==> config.mk <==
export PLATFORM = sky130hd
export DESIGN_NAME = dma_priority_arbiter
export DESIGN_NICKNAME = d
export VERILOG_FILES = /design/src/rtl/dma_priority_arbiter.sv
export SDC_FILE = /design/constraint.sdc
export NUM_CORES = 1
export LEC_CHECK = 0
export CELL_PAD_IN_SITES_DETAIL_PLACEMENT = 0
export CELL_PAD_IN_SITES_GLOBAL_PLACEMENT = 1
export CORE_AREA = 2 2 51 53
export DETAILED_ROUTE_END_ITERATION = 7
export DIE_AREA = 0 0 53 55
export DONT_BUFFER_PORTS = 1
export PLACE_DENSITY = 0.82
export RECOVER_POWER = 100
export SYNTH_ARGS = -nofsm -noshare
export SYNTH_HDL_FRONTEND = slang
export SYNTH_SLANG_ARGS = --single-unit
==> constraint.sdc <==
create_clock -name CLK -period 2.45 [get_ports CLK]
set_input_delay 0.3675 -clock CLK [delete_from_list [all_inputs] [get_ports CLK]]
set_output_delay 0.3675 -clock CLK [all_outputs]
set_load 0.01 [all_outputs]
==> src/rtl/dma_priority_arbiter.sv <==
// dma_priority_arbiter: DMA channel request resolver with grant lock.
// Define DMA_DREQ_SYNC_EN to add a 2-flop DREQ synchroniser.
module dma_priority_arbiter #(
  parameter int NUM_CH = 4,
  parameter int CH_W   = $clog2(NUM_CH)
) (
  input  logic              CLK,
  input  logic              RESET,
  input  logic [NUM_CH-1:0] DREQ,
  input  logic              dreqActiveLow,
  input  logic              controllerDisable,
  input  logic              rotatingPriority,
  input  logic [NUM_CH-1:0] maskReg,
  input  logic              writeRequest,
  input  logic [CH_W:0]     requestData,
  input  logic              grantAck,
  input  logic              channelDone,
  input  logic              tcReached,
  output logic              hrqReq,
  output logic              grantValid,
  output logic [CH_W-1:0]   grantChannel,
  output logic [NUM_CH-1:0] grantOneHot,
  output logic [NUM_CH-1:0] pendingStatus
);

  typedef enum logic [1:0] {
    IDLE,
    REQUEST,
    GRANTED
  } state_e;

  state_e            state_q, state_d;
  logic [NUM_CH-1:0] soft_req_q, soft_req_d;
  logic [CH_W-1:0]   prio_q, prio_d;
  logic              hrq_q, hrq_d;
  logic              gv_q, gv_d;
  logic [CH_W-1:0]   gch_q, gch_d;
  logic [NUM_CH-1:0] goh_q, goh_d;
  logic [NUM_CH-1:0] pend_q, pend_d;

  logic [NUM_CH-1:0] dreq_raw;
  logic [NUM_CH-1:0] eff_req;
  logic [CH_W-1:0]   prio_eff;
  logic [CH_W-1:0]   win;
  logic [CH_W-1:0]   idx;
  logic              win_found;

`ifdef DMA_DREQ_SYNC_EN
  logic [NUM_CH-1:0] sync1_q;
  logic [NUM_CH-1:0] sync2_q;

  // Two-flop DREQ synchroniser, reset to the inactive level
  always_ff @(posedge CLK) begin
    if (!RESET) begin
      sync1_q <= {NUM_CH{dreqActiveLow}};
      sync2_q <= {NUM_CH{dreqActiveLow}};
    end else begin
      sync1_q <= DREQ;
      sync2_q <= sync1_q;
    end
  end

  assign dreq_raw = sync2_q;
`else
  assign dreq_raw = DREQ;
`endif

  // Effective request: polarity-corrected DREQ or soft request, unmasked
  always_comb begin
    eff_req = ((dreq_raw ^ {NUM_CH{dreqActiveLow}})
              | soft_req_q) & ~maskReg;
    if (controllerDisable) begin
      eff_req = '0;
    end
  end

  assign prio_eff = rotatingPriority ? prio_q : '0;

  // Winner: first set request scanning upward from the priority pointer
  always_comb begin
    win       = '0;
    win_found = 1'b0;
    idx       = '0;
    for (int i = 0; i < NUM_CH; i++) begin
      idx = prio_eff + CH_W'(i);
      if (!win_found && eff_req[idx]) begin
        win       = idx;
        win_found = 1'b1;
      end
    end
  end

  // Next state, soft request, priority pointer and registered outputs
  always_comb begin
    state_d    = state_q;
    soft_req_d = soft_req_q;
    prio_d     = prio_q;
    gch_d      = gch_q;
    unique case (state_q)
      IDLE: begin
        if (win_found) begin
          state_d = REQUEST;
          gch_d   = win;
        end
      end
      REQUEST: begin
        if (!win_found) begin
          state_d = IDLE;
        end else begin
          gch_d = win;
          if (grantAck) begin
            state_d = GRANTED;
          end
        end
      end
      GRANTED: begin
        if (channelDone) begin
          state_d = IDLE;
          if (rotatingPriority) begin
            prio_d = gch_q + CH_W'(1);
          end
          if (tcReached) begin
            soft_req_d[gch_q] = 1'b0;
          end
        end
      end
      default: state_d = IDLE;
    endcase
    if (!rotatingPriority) begin
      prio_d = '0;
    end
    // A software write overrides a same-cycle TC clear
    if (writeRequest) begin
      soft_req_d[requestData[CH_W-1:0]] = requestData[CH_W];
    end
    hrq_d = (state_q != IDLE) && (state_d != IDLE);
    gv_d  = (state_d == GRANTED);
    goh_d = '0;
    if (gv_d) begin
      goh_d[gch_d] = 1'b1;
    end
    pend_d = eff_req;
  end

  // State and output registers with synchronous active-low reset
  always_ff @(posedge CLK) begin
    if (!RESET) begin
      state_q    <= IDLE;
      soft_req_q <= '0;
      prio_q     <= '0;
      hrq_q      <= 1'b0;
      gv_q       <= 1'b0;
      gch_q      <= '0;
      goh_q      <= '0;
      pend_q     <= '0;
    end else begin
      state_q    <= state_d;
      soft_req_q <= soft_req_d;
      prio_q     <= prio_d;
      hrq_q      <= hrq_d;
      gv_q       <= gv_d;
      gch_q      <= gch_d;
      goh_q      <= goh_d;
      pend_q     <= pend_d;
    end
  end

  assign hrqReq        = hrq_q;
  assign grantValid    = gv_q;
  assign grantChannel  = gch_q;
  assign grantOneHot   = goh_q;
  assign pendingStatus = pend_q;

endmodule

==> results of run 1 <==
[metal layers]
metal	vias to the layer above	track usage [%]	routed length, um
li1	425	-	-
met1	356	22.07	972
met2	27	26.04	954
met3	7	2.688	135
met4	0	9.402	69
met5	-	0	0
[metrics by stage]
stage	cells	cell area, um2	power, uW	util, %
after floorplan	116	1062	438.1	-
after global placement	143	1087	454.0	45.98
after detailed placement	143	1087	455.6	45.98
after CTS	147	1124	641.1	47.51
after global routing	147	1100	664.3	46.51
final	147	1100	629.9	46.51
[final timing paths]
path                  from              end  slack [ns]  cells after the start
max              prio_q[0]   grantOneHot[2]        0.50                      5
min                  RESET  grantChannel[1]        0.18                      1
max reg2reg      prio_q[0]   grantOneHot[2]        0.50                      5
min reg2reg  soft_req_q[3]    soft_req_q[3]        0.53                      2
[cell families after synthesis]
| group | count (synthesis) | synth area share, % |
|---|---|---|
| and+or+nand+nor | 38 | 19.44 |
| AOI/OAI and AO/OA | 33 | 26.03 |
| DFF | 20 | 37.69 |
| buffers and inverters | 12 | 4.358 |
| xor gates and xnor gates | 6 | 4.947 |
| adders and majority gates | 4 | 4.712 |
| muxes | 3 | 2.827 |
[power by group through the flow]
stage	Combinational (uW)	Sequential (uW)	Clock (uW)
after floorplan	77.9	360	0
after global placement	89.2	365	0
after detailed placement	90.6	365	0
after CTS	91.6	357	192
after global routing	96.6	360	208
final	85.3	357	188
[synth_stat cells, drive strengths merged, types with 2 or more instances]
master / count
o21ai: 3
dfxtp: 20
a211oi: 5
clkbuf: 2
inv: 9
o21a: 4
and2: 6
nand2: 5
nand3: 2
a21boi: 4
nor2b: 3
o221ai: 2
nor3: 2
mux2i: 3
ha: 4
xor2: 5
nor2: 12
nor4b: 2
o311ai: 3
a21oi: 3
[critical path, stage by stage, from the launching register on]
cell and delay [ns]:
dfxtp_1 0.49, inv_1 0.11, o311a_1 0.36, a211oi_1 0.42
o32ai_1 0.16, nor4b_1 0.30
[final cells by class]
class                           instances  area [um2]
Inverter                                9       33.78
Fill cell                             243        1265
Clock buffer                            4       36.28
Tap cell                               30       37.54
Sequential cell                        20       400.4
Multi-Input combinational cell         84       591.8
[sequential cells by signal (all words and copies together) (netlist names)]
| signal | cells |
|---|---|
| state_q | 2 |
| grantOneHot | 4 |
| grantValid | 1 |
| pendingStatus | 4 |
| soft_req_q | 4 |
| grantChannel | 2 |
| prio_q | 2 |
| hrqReq | 1 |
==> results.toml, run 1 <==
[pwr]
combPwrFrac_pct = 13.5
pwr-share-clk_pct = 29.8
internal_power_uw = 467.1
power_density_mw_per_mm2 = 572.7
switching_share_pct = 25.85
irDropWorstVdd_v = 0.0003913
p_switching_uw = 162.8
p_leak_uw = 0.0003942
p_seq_share_pct = 56.6

[clock_network]
tritoncts = "built"
cts_buffers = 3
postCtsSetupBuffers = 0
cts_resized = 0
cts.path.max_buffers = 2
clock_latency_ns = 0.30
clockRootBuffer = "clkbuf_4"
clk_pin_slew_worst_paths_ns = 0.11
cts_max_level = 1
clkSinkCount = 20
hold_buffers = 0

[floorplanning]
fp.dieH_um = 55
core_area_mm2 = 0.002365
initial_core_util_pct = 44.92
rows = 18
ios = 32
dieWidth_um = 53
die_area_mm2 = 0.002915

[timing]
final.min_clock_period_ns = 1.951
setup_violations = 0
hold_violations = 0
tns_ns = 0
slew_headroom_pct = 39.67
grt_setup_unrepaired = "false"
setup_slack_ns = 0.4993
fin_crit_sh_pct = 79.62
finClkSkew_ns = 0.01321
whs_ns = 0.1843
drv_slew = 0
worst_pin_slew_ns = 0.8936
fmax_ghz = 0.5126

[detailed_routing]
drt_iter0_drc = 14
vias = 815
wirelength_um = 2131
antenna_left = 0
route.detailed.drc = 0
viasPerCell = 5.544
wl_per_cell_um = 14.50
drt_pass1_iterations = 4

[worst_setup_path]
critPathKind = "register to register"
endpoint_kind = "register"
required_ns = 2.65
arrival_ns = 2.15
critPathMaxFanout = 7
critPathLaunchType = "register"

[place]
port_buffers = 0
hpwl_um = 1669
pre_cts_ws_ns = 0.5361
gp_congestion = 0.7624

[flow_run]
cap_viol_max_count = 0

[layout]
diodes = 0
fin_nets = 142
syn2layout_area_growth_pct = 3.533
final_cell_mix = "dfxtp_1, nor2_1, inv_1"
drive_above_1_share_pct = 4.274
final_common_cell = "dfxtp_1"

[global_route]
grtUsageTotal_pct = 16.69
grt_pass1_wl_um = 3560
antenna_found_initial = 0
grt_pass1_vias = 786
grt_max_degree = 16
grt_overflow = 0

[synthesis]
synthDominantAreaCellType = "dfxtp_1"
ys_types = 41
synth.cell_area_mm2 = 0.001062
syn_inst = 116
yosysTopAreaCellShare_pct = 37.69
ys.flop_type = "dfxtp_1"
ys_warn_count = 0
ys_seq_area_share_pct = 37.69
synth_edf_count = 0
yosys_register_bits = 20
syn_nets = 140
yosys-top-cells-area = "dfxtp_1, ha_1, nor2_1, xor2_1, a211oi_1"
avgSynthCellArea_um2 = 9.157
synth-async-reset-ratio_pct = 0

[run_status]
status = "completed"

[hold_path]
hold_class = "input port to register"
No activity file was read; power rests on OpenSTA's default activity.
==> inputs of run 2 (changes only) <==
--- a/config.mk
+++ b/config.mk
@@ -7,11 +7,11 @@
 export LEC_CHECK = 0
 export CELL_PAD_IN_SITES_DETAIL_PLACEMENT = 0
 export CELL_PAD_IN_SITES_GLOBAL_PLACEMENT = 1
-export CORE_AREA = 2 2 51 53
+export CORE_AREA = 2 2 55 57
 export DETAILED_ROUTE_END_ITERATION = 7
-export DIE_AREA = 0 0 53 55
+export DIE_AREA = 0 0 57 59
 export DONT_BUFFER_PORTS = 1
-export PLACE_DENSITY = 0.82
+export PLACE_DENSITY = 0.75
 export RECOVER_POWER = 100
 export SYNTH_ARGS = -nofsm -noshare
 export SYNTH_HDL_FRONTEND = slang
==> constraint.sdc (replaced) <==
create_clock -name CLK -period 1.7 [get_ports CLK]
set_input_delay 0.255 -clock CLK [delete_from_list [all_inputs] [get_ports CLK]]
set_output_delay 0.255 -clock CLK [all_outputs]
set_load 0.01 [all_outputs]
==> run 2 against run 1 <==
Compared with the run above: worst setup slack lost 0.45 ns; first-iteration DRC count grew 110%; final area grew 16%; clock skew shrank 0.010 ns; highest routed layer unchanged.
==> results.toml, run 2 (synthesized netlist as in run 1, its figures left out) <==
[pwr]
p_seq_share_pct = 48.1
combPwrFrac_pct = 15.9
irDropWorstVdd_v = 0.0005914
internal_power_uw = 807.1
p_leak_uw = 0.0004745
power_density_mw_per_mm2 = 837.4
pwr-share-clk_pct = 36.0
switching_share_pct = 24.40
p_switching_uw = 260.5

[timing]
slew_headroom_pct = 70.59
hold_violations = 0
fin_crit_sh_pct = 97.28
setup_slack_ns = 0.04631
finClkSkew_ns = 0.003022
setup_violations = 0
tns_ns = 0
drv_slew = 0
final.min_clock_period_ns = 1.654
worst_pin_slew_ns = 0.4405
grt_setup_unrepaired = "true"
fmax_ghz = 0.6047

[layout]
finalInstanceArea_mm2 = 0.001275
syn2layout_area_growth_pct = 20.02
final_cell_mix = "dfxtp_1, nor2_1, buf_4"
diodes = 0
final_common_cell = "dfxtp_1"
fin_nets = 152
drive_above_1_share_pct = 21.26

[place]
port_buffers = 0
hpwl_um = 1911
gp_congestion = 0.7608
pre_cts_ws_ns = -0.1105
placed_area_mm2 = 0.001164

[clock_network]
clkSinkCount = 20
cts_max_level = 1
cts_buffers = 3
clockRootBuffer = "clkbuf_4"
postCtsSetupBuffers = 0
tritoncts = "built"
clock_latency_ns = 0.30
hold_buffers = 0
cts.path.max_buffers = 2
clk_pin_slew_worst_paths_ns = 0.12

[global_route]
grt_overflow = 0
grt_pass1_wl_um = 4119
grt_pass1_vias = 901
antenna_found_initial = 0
grtUsageTotal_pct = 15.77
grt_max_degree = 16

[run_status]
status = "completed"

[worst_setup_path]
required_ns = 1.92
endpoint_kind = "register"
critPathLaunchType = "register"
r2r_end = "grantOneHot[3]"
critPathMaxFanout = 6
arrival_ns = 1.88
critPathKind = "register to register"
worst_r2r_startpoint = "soft_req_q[2]"
reg2reg_depth = 4
rrSetupSlack_ns = 0.05

[floorplanning]
core_area_mm2 = 0.002710
initial_core_util_pct = 39.20
die_area_mm2 = 0.003363
fp.dieH_um = 59
ios = 32
rows = 19
dieWidth_um = 57

[flow_run]
cap_viol_max_count = 0

[detailed_routing]
drt_iter0_drc = 29
route.detailed.drc = 0
vias = 888
antenna_left = 0
viasPerCell = 5.620
drt_pass1_iterations = 4
wirelength_um = 2472
wl_per_cell_um = 15.65

[hold_path]
min-delay-start = "RESET"
hold_end = "pendingStatus[0]"
hold_class = "input port to register"
hold_depth = 1
-- run 2: worst max-delay path by stage --
stage                     end           from  slack [ns]  cells past startpoint
6_report       grantOneHot[3]  soft_req_q[2]        0.05                      4
5_1_grt        grantOneHot[3]  soft_req_q[2]       -0.01                      4
4_1_cts        grantOneHot[2]  soft_req_q[1]       -0.02                      4
3_5_place_dp   grantOneHot[2]  dreqActiveLow       -0.11                      6
3_3_place_gp   grantOneHot[1]  dreqActiveLow       -0.03                      5
2_1_floorplan  grantOneHot[1]  dreqActiveLow        0.04                      5
-- run 2: cell type report --
type | count | area [um2]
inverter | 9 | 33.78
fill | 263 | 1435
multi-input combinational | 84 | 665.6
clock inverter | 1 | 30.03
clock buffer | 3 | 22.52
sequential | 20 | 409.1
tap | 31 | 38.79
timing repair buffer | 10 | 75.07
-- run 2: power groups by stage --
stage | sequential, uW | combinational (uW) | clock (uW)
final | 514 | 169 | 384
after global routing | 518 | 188 | 420
after CTS | 517 | 160 | 396
after detailed placement | 526 | 151 | 0
after global placement | 526 | 148 | 0
after floorplan | 519 | 112 | 0
-- run 2: metal layers --
metal  share of wire [%]  global-route usage (%)  up-vias  wire (um)
li1                    -                       -      445          -
met1                  44                   19.54      415       1076
met2                  49                   27.09       26       1218
met3                 6.7                   4.585        2        165
met4                0.49                   3.987        0         12
met5                   0                       0        -          0
-- run 2: critical path: stages, from the launching register on --
cell	delay, ns
dfxtp_4	0.38
o21a_4	0.21
o41a_4	0.51
o22a_1	0.25
a211oi_1	0.23
-- run 2: through the flow --
step / hold slack (ns) / util (%) / power, uW / instances
floorplan: 0.3996 / - / 631.4 / 116
global placement: 0.3832 / 42.94 / 673.6 / 154
detailed placement: 0.3809 / 42.94 / 676.3 / 154
CTS: 0.05793 / 45.98 / 1073 / 158
global route: 0.04732 / 47.05 / 1126 / 158
finish: 0.07031 / 47.05 / 1068 / 158
-- run 2: repair_timing --
item	CTS	global route
endpoints found under the setup margin	2	4
resized for setup	4	10
pin swaps	0	4
